**config.mk**
```make
export PLATFORM = sky130hd
export DESIGN_NAME = if_fetch_controller
export DESIGN_NICKNAME = d
export VERILOG_FILES = /design/src/rtl/if_fetch_controller.sv
export SDC_FILE = /design/constraint.sdc
export NUM_CORES = 1
export LEC_CHECK = 0
export ABC_AREA = 1
export BUFFER_PORTS_ARGS = -buffer_cell sky130_fd_sc_hd__buf_2
export CAP_MARGIN = 30
export CORE_UTILIZATION = 30
export DETAILED_ROUTE_END_ITERATION = 8
export PLACE_DENSITY_LB_ADDON = 0.15
export SYNTH_ARGS = -nofsm -noshare
export SYNTH_HDL_FRONTEND = slang
export SYNTH_SLANG_ARGS = --single-unit
```
**constraint.sdc**
```tcl
create_clock -name clk -period 2.09 [get_ports clk]
set_clock_uncertainty 0.05 [all_clocks]
set_input_delay 0.1045 -clock clk [delete_from_list [all_inputs] [get_ports clk]]
set_output_delay 0.1045 -clock clk [all_outputs]
set_load 0.01 [all_outputs]
```
**src/rtl/if_fetch_controller.sv**
```systemverilog
// IF-stage sequencer: owns the PC, drives the instruction-memory address and fills the IF/ID register.
// Optional feature: define PC_BOUND_CHECK_EN to halt fetch once the PC reaches PC_LIMIT.
module if_fetch_controller #(
  parameter logic [31:0] RESET_PC = 32'h0000_0000,
  parameter logic [31:0] PC_LIMIT = 32'h0000_001C
) (
  input  logic        clk,
  input  logic        rst,
  input  logic        freeze,
  input  logic        branch_taken,
  input  logic [31:0] branch_addr,
  input  logic        flush,
  input  logic        halt_req,
  output logic [31:0] imem_addr,
  input  logic [31:0] imem_instr,
  output logic [31:0] pc_out,
  output logic [31:0] instr_out,
  output logic        valid_out,
  output logic        halted
);

  localparam int unsigned XLEN = 32;

`ifdef PC_BOUND_CHECK_EN
  localparam bit BOUND_EN = 1'b1;
`else
  localparam bit BOUND_EN = 1'b0;
`endif

  typedef enum logic [1:0] {
    S_BOOT = 2'd0,
    S_RUN  = 2'd1,
    S_HOLD = 2'd2,
    S_HALT = 2'd3
  } state_t;

  state_t            state, state_d;
  logic [XLEN-1:0]   pc, pc_d;
  logic [XLEN-1:0]   pc_out_d, instr_out_d;
  logic              valid_d;
  logic [XLEN-1:0]   pc_inc;
  logic [XLEN-1:0]   target;
  logic              bound_hit;

  assign pc_inc    = pc + XLEN'(4);
  assign target    = {branch_addr[XLEN-1:2], 2'b00};
  assign bound_hit = BOUND_EN && (pc >= PC_LIMIT);
  assign imem_addr = pc;
  assign halted    = (state == S_HALT);

  // State, PC and IF/ID register
  always_ff @(posedge clk) begin
    if (rst) begin
      state     <= S_BOOT;
      pc        <= RESET_PC;
      pc_out    <= '0;
      instr_out <= '0;
      valid_out <= 1'b0;
    end else begin
      state     <= state_d;
      pc        <= pc_d;
      pc_out    <= pc_out_d;
      instr_out <= instr_out_d;
      valid_out <= valid_d;
    end
  end

  // Next state and next register values; priority halt > branch > freeze > flush > fetch
  always_comb begin
    state_d     = state;
    pc_d        = pc;
    pc_out_d    = pc_out;
    instr_out_d = instr_out;
    valid_d     = valid_out;
    unique case (state)
      S_BOOT: begin
        state_d = S_RUN;
        if (branch_taken) begin
          pc_d    = target;
          valid_d = 1'b0;
        end
      end
      S_RUN, S_HOLD: begin
        if (halt_req || (bound_hit && !branch_taken)) begin
          state_d = S_HALT;
          valid_d = 1'b0;
        end else if (branch_taken) begin
          state_d = S_RUN;
          pc_d    = target;
          valid_d = 1'b0;
        end else if (freeze) begin
          state_d = S_HOLD;
        end else begin
          state_d = S_RUN;
          pc_d    = pc_inc;
          if (flush) begin
            valid_d = 1'b0;
          end else begin
            pc_out_d    = pc_inc;
            instr_out_d = imem_instr;
            valid_d     = 1'b1;
          end
        end
      end
      S_HALT: begin
        state_d = S_HALT;
      end
      default: begin
        state_d = S_BOOT;
      end
    endcase
  end

endmodule
```
==> summary.md, run 1 <==
| Metric | Value |
|---|---|
| Layout cells sized above 1 | about a quarter |
| Seq/Total Area, Yosys | 41.14% |
| Startpoint types | flop |
| Initial Util | a little over 30% |
| Unrepaired setup endpoints after global routing | false |
| Worst EP arrival | roughly 2.1 ns |
| Vias in the first global route | ~4.6k |
| Core area | ~15000 µm² |
| Largest net degree at the start of global routing | between 40 and 50 |
| Vias | between 4k and 5k |
| # DRC | 0 |
| CTS sink cnt | 95 |
| Tot Pwr | 0.004649 W |
| Final nets | between 900 and 1k |
| Placer Congestion | 0.8485 |
| Post-Syn Area per Cell | 7.168 µm² |
| Hold Crit Class | input pin to flop |
| Worst Hold Margin | -0.002450 ns |
| Final period util | ~88% |
| Status | finished with violations |
| # diodes | 0 |
| First-pass DRT Iterations | 4 |
| Final wirelength | roughly 14000 µm |
| Dpl cell area | approximately 5600 µm² |
| WP data required | between 2 and 2.5 ns |
| Maxcap violations | 0 |
| Die H | 126.1 µm |
| Ports | 168 |
| CP endpoint kind | flop |
| Total GRT Usage | a little under a fifth |
| Design area | around 6500 µm² |
| Post-synth design cell area | ~4600 µm² |
| Via density | 4.609 |
| Peak VDD IR | ~320 µV |
| Minimum clock period | 1.837 ns |
| Worst-skew pair later-pin latency | 0.36 ns |
| Fmax | about 540 MHz |
| Finish-stage setup viols | 0 |
| Cell variety after synth | 30 |
| Hold Buf Count CTS | 56 |
| Crit-path cells | inv_1 -> ha_1 -> inv_2 -> nor2_2 -> nand3_2 -> inv_2 -> buf_4 -> o21ai_0 -> o21bai_1 -> inv_1 |
| Initial antenna violation count | 0 |
| Grt ovf | 0 |
| Die width | ~130 µm |
| Cell count after synthesis | approximately 650 |
| Flops & latches, synth | between 90 and 100 |
| Yosys warnings | 0 |
| Port bufs | between 150 and 200 |
| Max stage delay cell, worst path | dfxtp_1 |
| Root buffer cell | clkbuf_16 |
| Die area | roughly 16000 µm² |
| Pwr/cell area | 719.5 nW/µm² |
| CP Max Fanout | 25 |
| Largest stage delay, worst path | roughly 0.33 ns |
| Rows | between 40 and 50 |
| WL per Instance | roughly 14 µm |
| Post-DP HPWL | roughly 10000 µm |
| Htree depth | 3 |
| Area delta synth->final | 39.76% |
| DRT antenna net count | 0 |
| Clock buffer count from CTS | 9 |
| Failing checks | negative hold slack |
| Leakage | ~3.1 nW |
| Number of max-slew violations in the final report | 0 |
| Fill count | ~1.6k |
| Final hold violation count | 1 |
| CTS tree | done |
| Setup CP Type | flop to flop |
| Post-CTS Setup Bufs | 0 |
| Drt first-iter violations | 122 |
| Clk slew on worst S/H paths | 0.07 ns |
| First-pass GRT wire length | between 20000 and 25000 µm |
| Post-CTS Resized | 0 |
| CTS max path bufs | 2 |
| Post-route setup TNS | 0 ns |
[area by class of cell]
type / instances / area (µm²) / area share [%]
clock buffer: 10 / 239.0 / 3.699
timing repair buffer: 230 / 1501 / 23.24
sequential: 95 / 1902 / 29.43
tap: 188 / 235.2 / 3.641
inverter: 55 / 206.4 / 3.195
multi-input combinational: 459 / 2332 / 36.10
clock inverter: 6 / 45.04 / 0.6971
[where the power goes]
part	internal, W	switching, W	leakage, nW	total [W]
Clock	0.000845	0.000785	0.131	0.00163
Combinational	0.000399	0.000530	2.20	0.000929
Sequential	0.00193	0.000157	0.773	0.00209
[through the flow]
step                      util [%]  setup slack [ns]  hold WS [ns]  std cells
after floorplan                  -            0.4271        0.1974        648
after global placement       37.08            0.3264        0.3038        971
after detailed placement     37.08            0.2466        0.3111        971
after CTS                    42.66            0.2366     0.0006318       1043
after global routing         42.66           0.05747       0.01533       1043
final                        42.66            0.2532     -0.002450       1043
[cell usage in the layout (no fill, tap or decap), drive strengths merged]
cell type,instances
nand3b,6
clkbuf,10
nand2,186
dfxtp,95
conb,4
o21bai,16
nor2,47
a21oi,93
ha,4
clkinvlp,3
o21ai,61
dlygate4sd3,56
xor2,11
a21o,3
a31oi,2
buf,174
clkinv,2
inv,56
nand3,15
and2,2
xnor2,4
o21a,5
[path summary, 6_finish.rpt]
kind	startpoint	end	slack, ns	cells after the start
setup / recovery	state[0]$_SDFF_PP0_	pc_out[21]$_SDFFE_PP0P_	0.25	10
hold / removal	branch_addr[26]	imem_addr[26]$_SDFFE_PP0P_	-0.002	3
setup reg to reg	state[0]$_SDFF_PP0_	pc_out[21]$_SDFFE_PP0P_	0.25	10
hold reg to reg	instr_out[5]$_SDFFE_PP0P_	instr_out[5]$_SDFFE_PP0P_	0.41	2
[cell families (layout without fill, tap and decap cells)]
group                      Yosys count  count (layout)  synth area share, %
adders and majority gates            4               4                1.083
and+or+nand+nor                    256             256                25.20
buffers and inverters               94             301                8.660
other                                1               4              0.08111
AOI/OAI and AO/OA                  180             180                20.84
xor gates and xnor gates            15              15                3.004
DFF                                 95              95                41.14
[flip-flops by register name, indices dropped and copies added (netlist names)]
| register | flops |
|---|---|
| state | 2 |
| instr_out | 32 |
| valid_out | 1 |
| pc_out | 30 |
| imem_addr | 30 |
[cell usage after synthesis]
cell,instances,share of area (%)
nor2_4,6,1.5
a31oi_1,2,0.27
nand2_8,1,0.43
nand2_1,177,14
dfxtp_1,95,41
nand2_2,6,0.81
o21a_1,5,0.81
ha_1,4,1.1
buf_4,8,1.3
nand2_4,2,0.49
o21ai_0,54,5.8
o21ai_1,7,0.76
nand3_1,14,1.5
xor2_1,10,1.9
nor2_1,33,2.7
nor2_8,3,1.3
nand3b_1,6,0.97
nor2_2,5,0.68
conb_1,1,0.081
clkbuf_1,17,1.4
xnor2_1,4,0.76
o21bai_1,16,2.6
inv_1,51,4.1
a21o_1,3,0.49
nand3_2,1,0.22
inv_2,4,0.32
a21oi_1,93,10
xor2_2,1,0.35
and2_1,2,0.27
buf_2,14,1.5
[critical path, delay by kind of cell (launching register included)]
kind,cells,cell delay [ns]
buf+inv,5,0.53
simple gates,2,0.25
fa+ha+maj,1,0.31
compound gates,2,0.31
flops,1,0.33
[per-layer routing]
metal | global-route usage [%] | wire length [µm] | vias to the layer above
li1 | - | - | 2473
met1 | 22.06 | 6474 | 2168
met2 | 31.52 | 6699 | 145
met3 | 4.673 | 885 | 21
met4 | 8.646 | 333 | 0
met5 | 0 | 0 | -
No activity file was read; power rests on OpenSTA's default activity.
==> run 2, diff against run 1 <==
- ABC_AREA: 1 -> not set
- CAP_MARGIN: 30 -> 20
- SKIP_CTS_REPAIR_TIMING: not set -> 1
==> summary.md, run 2 <==
| Metric | Value |
|---|---|
| Drt first-iter violations | about 260 |
| Sequential share of power | approximately 44% |
| Minimum clock period | a little over 2 ns |
| Cell variety after synth | 52 |
| WP data required | about 2.3 ns |
| Design area | around 6800 µm² |
| Top reg by flops | instr_out |
| Final wirelength | 15790 µm |
| # diodes | 0 |
| Largest net degree at the start of global routing | between 60 and 70 |
| Pint | 0.003161 W |
| Grt ovf | 0 |
| Worst EP arrival | roughly 2.2 ns |
| Post-place setup slack | -0.03654 ns |
| Finish-stage setup viols | 0 |
| Slew @ Worst Pin | roughly 0.64 ns |
| Hold Startpoint | branch_addr[28] |
| Flops & latches, synth | 95 |
| Final hold violation count | 2 |
| Max-slew headroom | a little under three fifths |
| Hold Crit Class | input pin to flop |
| Peak VDD IR | roughly 430 µV |
| Worst Hold Margin | -0.009082 ns |
| Post-DP HPWL | 10870 µm |
| Synth top cells by count | nand2_1, dfxtp_1, a21oi_1 |
| Core area | between 15000 and 20000 µm² |
| Worst-skew pair later-pin latency | between 0.3 and 0.4 ns |
| Commonest cells after routing, fill and taps aside | buf_2, nand2_1, dfxtp_1, a21oi_1, buf_4 |
| Worst Setup SP | imem_addr[2]$_SDFFE_PP0P_ |
| Most used flip-flop cell after synthesis | dfxtp_1 |
| CP endpoint kind | flop |
| Sw Share | ~31% |
| Post-synth design cell area | between 4000 and 5000 µm² |
| Initial antenna violation count | 0 |
| Yosys top cell by area | dfxtp_1 |
| Share of the synthesized area in the top cell type | between 40% and 50% |
| Post-synth ARST share | 0% |
| NetSw | 0.001395 W |
| Dpl cell area | between 5000 and 6000 µm² |
| Die H | about 130 µm |
| Most frequent cell after synthesis | nand2_1 |
| CTS tree | done |
| Pwr/cell area | 671.7 nW/µm² |
| WL per Instance | between 15 and 20 µm |
| CTS sink cnt | 95 |
| Clock power frac | a little over a third |
| Vias | 5110 |
| Placer Congestion | 0.8522 |
| Post-Syn Area per Cell | between 7 and 8 µm² |
| Area delta synth->final | 45.77% |
| Status | finished with violations |
| Htree depth | 3 |
| Setup WS post-layout | 0.04968 ns |
| Unrepaired setup endpoints after global routing | true |
| Clock buffer count from CTS | 9 |
| CP Max Fanout | 7 |
| Final nets | a little under 900 |
| Die area | ~16000 µm² |
| Ports | around 170 |
| Final period util | between 90 and 100% |
| Number of max-slew violations in the final report | 0 |
| Via density | roughly 5.0 |
| Startpoint types | flop |
| Vias in the first global route | 4589 |
| Layout cells sized above 1 | about a third |
| Clk slew on worst S/H paths | 0.07 ns |
| Failing checks | negative hold slack |
| Port bufs | between 150 and 200 |
| Leading cell type in the layout, fill and taps excluded | buf_2 |
| EDFF count, synth | 0 |
| Fill count | roughly 1.6k |
| Root buffer cell | clkbuf_16 |
| Ranking of synthesized cells by area | dfxtp_1, nand2_1, a21oi_1 |
| Maxcap violations | 0 |
| Die width | between 100 and 150 µm |
| Cell count after synthesis | ~600 |
| Rows | 45 |
| Setup CP Type | flop to flop |
| Seq/Total Area, Yosys | 40.87% |
| # DRC | 0 |
| Reg2reg start | imem_addr[2]$_SDFFE_PP0P_ |
| Largest register FFs | 32 |
| Leakage | ~2.9 nW |
| CTS max path bufs | 2 |
| First-pass GRT wire length | 23790 µm |
| Fmax | 490.1 MHz |
| DRT antenna net count | 0 |
| Initial Util | 30.72% |
| Comb pwr share | 21.2% |
| Total GRT Usage | a little under a fifth |
| First-pass DRT Iterations | 4 |
| Yosys warnings | 0 |
==> run 2: layout make-up <==
| class | instances | area, µm² | share of cell area, % |
|---|---|---|---|
| Multi-Input combinational cell | 437 | 2574 | 37.95 |
| Sequential cell | 95 | 1909 | 28.15 |
| Timing Repair Buffer | 266 | 1745 | 25.73 |
| Tap cell | 188 | 235.2 | 3.468 |
| Clock buffer | 9 | 225.2 | 3.320 |
| Clock inverter | 7 | 52.55 | 0.7748 |
| Inverter | 11 | 41.29 | 0.6087 |
==> run 2: cell families after synthesis <==
family	synth area share, %
DFF	40.87
and+or+nand+nor	24.31
AOI/OAI and AO/OA	21.11
other	0.08059
xor gates and xnor gates	5.082
buffers and inverters	6.157
muxes	1.318
adders and majority gates	1.076
==> run 2: metrics by stage <==
step,setup TNS (ns),power [W],hold slack [ns],std cells,util [%]
floorplan,-0.03057,0.002509,0.1905,598,-
global placement,-0.03271,0.002895,0.2949,952,39.52
detailed placement,-0.08420,0.002910,0.2998,952,39.52
CTS,-0.1188,0.004529,-0.08626,968,41.35
global route,-0.1146,0.004789,0.003525,1013,44.78
finish,0,0.004556,-0.009082,1013,44.78
==> run 2: worst max-delay path: stages (launching register included) <==
cell	delay (ns)
dfxtp_4	0.38
ha_4	0.15
nand3_4	0.08
or4_4	0.55
buf_8	0.16
nor3_2	0.24
mux2i_1	0.22
a31oi_1	0.09
==> run 2: power by group through the flow <==
| stage | Combinational, W | Clock, W | Sequential, W |
|---|---|---|---|
| floorplan | 0.000438 | 0 | 0.00207 |
| global placement | 0.000871 | 0 | 0.00202 |
| detailed placement | 0.000881 | 0 | 0.00203 |
| CTS | 0.000885 | 0.00166 | 0.00199 |
| global route | 0.00106 | 0.00173 | 0.00200 |
| finish | 0.000964 | 0.00160 | 0.00199 |
==> run 2: worst paths after layout <==
check,end,slack (ns),cells past startpoint
setup / recovery,imem_addr[24]$_SDFFE_PP0P_,0.05,7
setup reg to reg,imem_addr[24]$_SDFFE_PP0P_,0.05,7
hold / removal,imem_addr[28]$_SDFFE_PP0P_,-0.009,3
hold reg to reg,instr_out[5]$_SDFFE_PP0P_,0.40,2
==> run 2: layer usage <==
| layer | share of wire (%) | wire (µm) | GRT usage, % | vias up |
|---|---|---|---|---|
| li1 | - | - | - | 2527 |
| met3 | 4.5 | 712 | 3.627 | 23 |
| met2 | 49 | 7742 | 31.78 | 138 |
| met4 | 2.0 | 314 | 7.229 | 0 |
| met5 | 0 | 0 | 0 | - |
| met1 | 44 | 7023 | 24.05 | 2422 |
==> run 3, diff against run 2 <==
- clock period: 2.09 -> 1.7 ns (I/O delays scaled with it)
==> summary.md, run 3 (synthesis gave the netlist of run 2 again) <==
| Metric | Value |
|---|---|
| CP endpoint kind | flop |
| Fmax | ~520 MHz |
| Placer Congestion | slightly below 0.9 |
| Vias in the first global route | roughly 4.8k |
| Clock buffer count from CTS | 9 |
| Initial antenna violation count | 0 |
| CTS tree | done |
| Total GRT Usage | approximately a fifth |
| Slew @ Worst Pin | around 0.7 ns |
| Crit path top cell by count | a31oi_1 |
| Worst EP arrival | 2.10 ns |
| Maxcap violations | 0 |
| CP Max Fanout | 7 |
| Htree depth | 3 |
| Final nets | between 900 and 1k |
| Hold depth | 3 |
| Flop2flop setup slack | -0.22 ns |
| Peak VDD IR | about 470 µV |
| Core area | around 15000 µm² |
| Grt ovf | 0 |
| Drt first-iter violations | roughly 280 |
| First-pass GRT wire length | roughly 25000 µm |
| CTS max path bufs | 2 |
| Clk slew on worst S/H paths | around 0.07 ns |
| CTS sink cnt | 95 |
| Largest register FFs | 32 |
| Unrepaired setup endpoints after global routing | true |
| Final period util | 113.1% |
| Worst Hold Path EP | imem_addr[20]$_SDFFE_PP0P_ |
| Commonest cells after routing, fill and taps aside | buf_2, buf_4, nand2_1, dfxtp_1, a21oi_1 |
| Placed insts | ~1000 |
| Final hold violation count | 1 |
| Layout cells sized above 1 | between 40% and 50% |
| Setup WS post-layout | -0.2232 ns |
| Root buffer cell | clkbuf_16 |
| Worst Hold Margin | -0.01874 ns |
| Critical path buffers and inverters | 1 |
| Fin cells | 1087 |
| Worst R2R End | imem_addr[26]$_SDFFE_PP0P_ |
| Final design utilization | 54.04% |
| NetSw | approximately 0.0019 W |
| Via density | slightly above 5 |
| Crit-path cells | ha_4 -> nand3_2 -> or4_4 -> buf_12 -> o311a_1 -> a31oi_1 -> a31oi_1 |
| Number of max-slew violations in the final report | 0 |
| Pwr/cell area | about 770 nW/µm² |
| Post-DP HPWL | roughly 12000 µm |
| Port bufs | 161 |
| Worst-skew pair later-pin latency | 0.35 ns |
| Vias | between 5k and 6k |
| Finish-stage setup viols | 80 |
| Hold Startpoint | branch_addr[20] |
| First-pass DRT Iterations | 4 |
| Die width | between 100 and 150 µm |
| Max stage delay cell, worst path | or4_4 |
| Top reg by flops | instr_out |
| Initial Util | between 30% and 40% |
| WP data required | ~1.9 ns |
| Pint | roughly 0.0044 W |
| DRT antenna net count | 0 |
| Final wirelength | between 15000 and 20000 µm |
| Ports | about 170 |
| Rows | 45 |
| Clock power frac | a little over a third |
| Critical path's top delay family | compound AO/OA/AOI/OAI gates |
| Minimum clock period | around 1.9 ns |
| Startpoint types | flop |
| Die area | around 16000 µm² |
| Largest net degree at the start of global routing | just under 80 |
| Largest stage delay, worst path | between 0.4 and 0.5 ns |
| Leakage | approximately 3.6 nW |
| WL per Instance | between 15 and 20 µm |
| Max-slew headroom | between 50 and 60% |
| Hold Crit Class | input pin to flop |
| Leading cell type in the layout, fill and taps excluded | buf_2 |
| Die H | 126.5 µm |
| Worst R2R Path Depth | 7 |
| # diodes | 0 |
| Status | finished with violations |
| Reg2reg start | imem_addr[2]$_SDFFE_PP0P_ |
| Comb pwr share | between 20% and 30% |
| Sequential share of power | around 40% |
| Area delta synth->final | 75.88% |
| Failing checks | negative hold slack, negative setup slack |
| Setup CP Type | flop to flop |
| Sw Share | about 30% |
| # DRC | 0 |
## run 3: worst max path at each step
stage / slack (ns) / from / to / depth (start not counted)
after floorplan: -0.26 / imem_addr[9]$_SDFFE_PP0P_ / imem_addr[21]$_SDFFE_PP0P_ / 7
after global placement: -0.20 / imem_addr[2]$_SDFFE_PP0P_ / pc_out[24]$_SDFFE_PP0P_ / 8
after detailed placement: -0.25 / imem_addr[2]$_SDFFE_PP0P_ / imem_addr[22]$_SDFFE_PP0P_ / 7
after CTS: -0.27 / imem_addr[2]$_SDFFE_PP0P_ / imem_addr[22]$_SDFFE_PP0P_ / 7
after global routing: -0.28 / imem_addr[2]$_SDFFE_PP0P_ / imem_addr[26]$_SDFFE_PP0P_ / 7
final: -0.22 / imem_addr[2]$_SDFFE_PP0P_ / imem_addr[26]$_SDFFE_PP0P_ / 7
## run 3: area by class of cell
type / count / area, µm²
Clock inverter: 6 / 73.82
Clock buffer: 10 / 250.2
Timing Repair Buffer: 340 / 2615
Tap cell: 188 / 235.2
Multi-Input combinational cell: 437 / 3032
Inverter: 11 / 43.79
Fill cell: 1417 / 6962
Sequential cell: 95 / 1934
## run 3: worst reg2reg max path, stage by stage (launching register included)
cell	delay, ns
dfxtp_4	0.38
ha_4	0.14
nand3_2	0.08
or4_4	0.43
buf_12	0.16
o311a_1	0.29
a31oi_1	0.15
a31oi_1	0.10
## run 3: power groups by stage
stage | clock network, W | logic, W | registers [W]
finish | 0.00223 | 0.00161 | 0.00244
global route | 0.00236 | 0.00173 | 0.00245
CTS | 0.00227 | 0.00127 | 0.00243
detailed placement | 0 | 0.00127 | 0.00248
global placement | 0 | 0.00126 | 0.00248
floorplan | 0 | 0.000620 | 0.00256
## run 3: stage by stage
step	setup slack, ns	instance area (µm²)	setup TNS [ns]	total power (W)
floorplan	-0.2619	4992	-11.88	0.003177
global placement	-0.1968	6491	-7.979	0.003736
detailed placement	-0.2547	6491	-11.05	0.003748
CTS	-0.2710	6815	-12.70	0.005972
global route	-0.2813	8184	-13.04	0.006545
finish	-0.2232	8184	-7.634	0.006275
## run 3: per-layer routing
layer  GRT usage (%)  vias to the layer above  routed length, µm
li1                -                     2681                  -
met1           24.72                     2595               7992
met2           33.38                      168               8871
met3           2.573                       26                787
met4           8.434                        0                391
met5               0                        -                  0
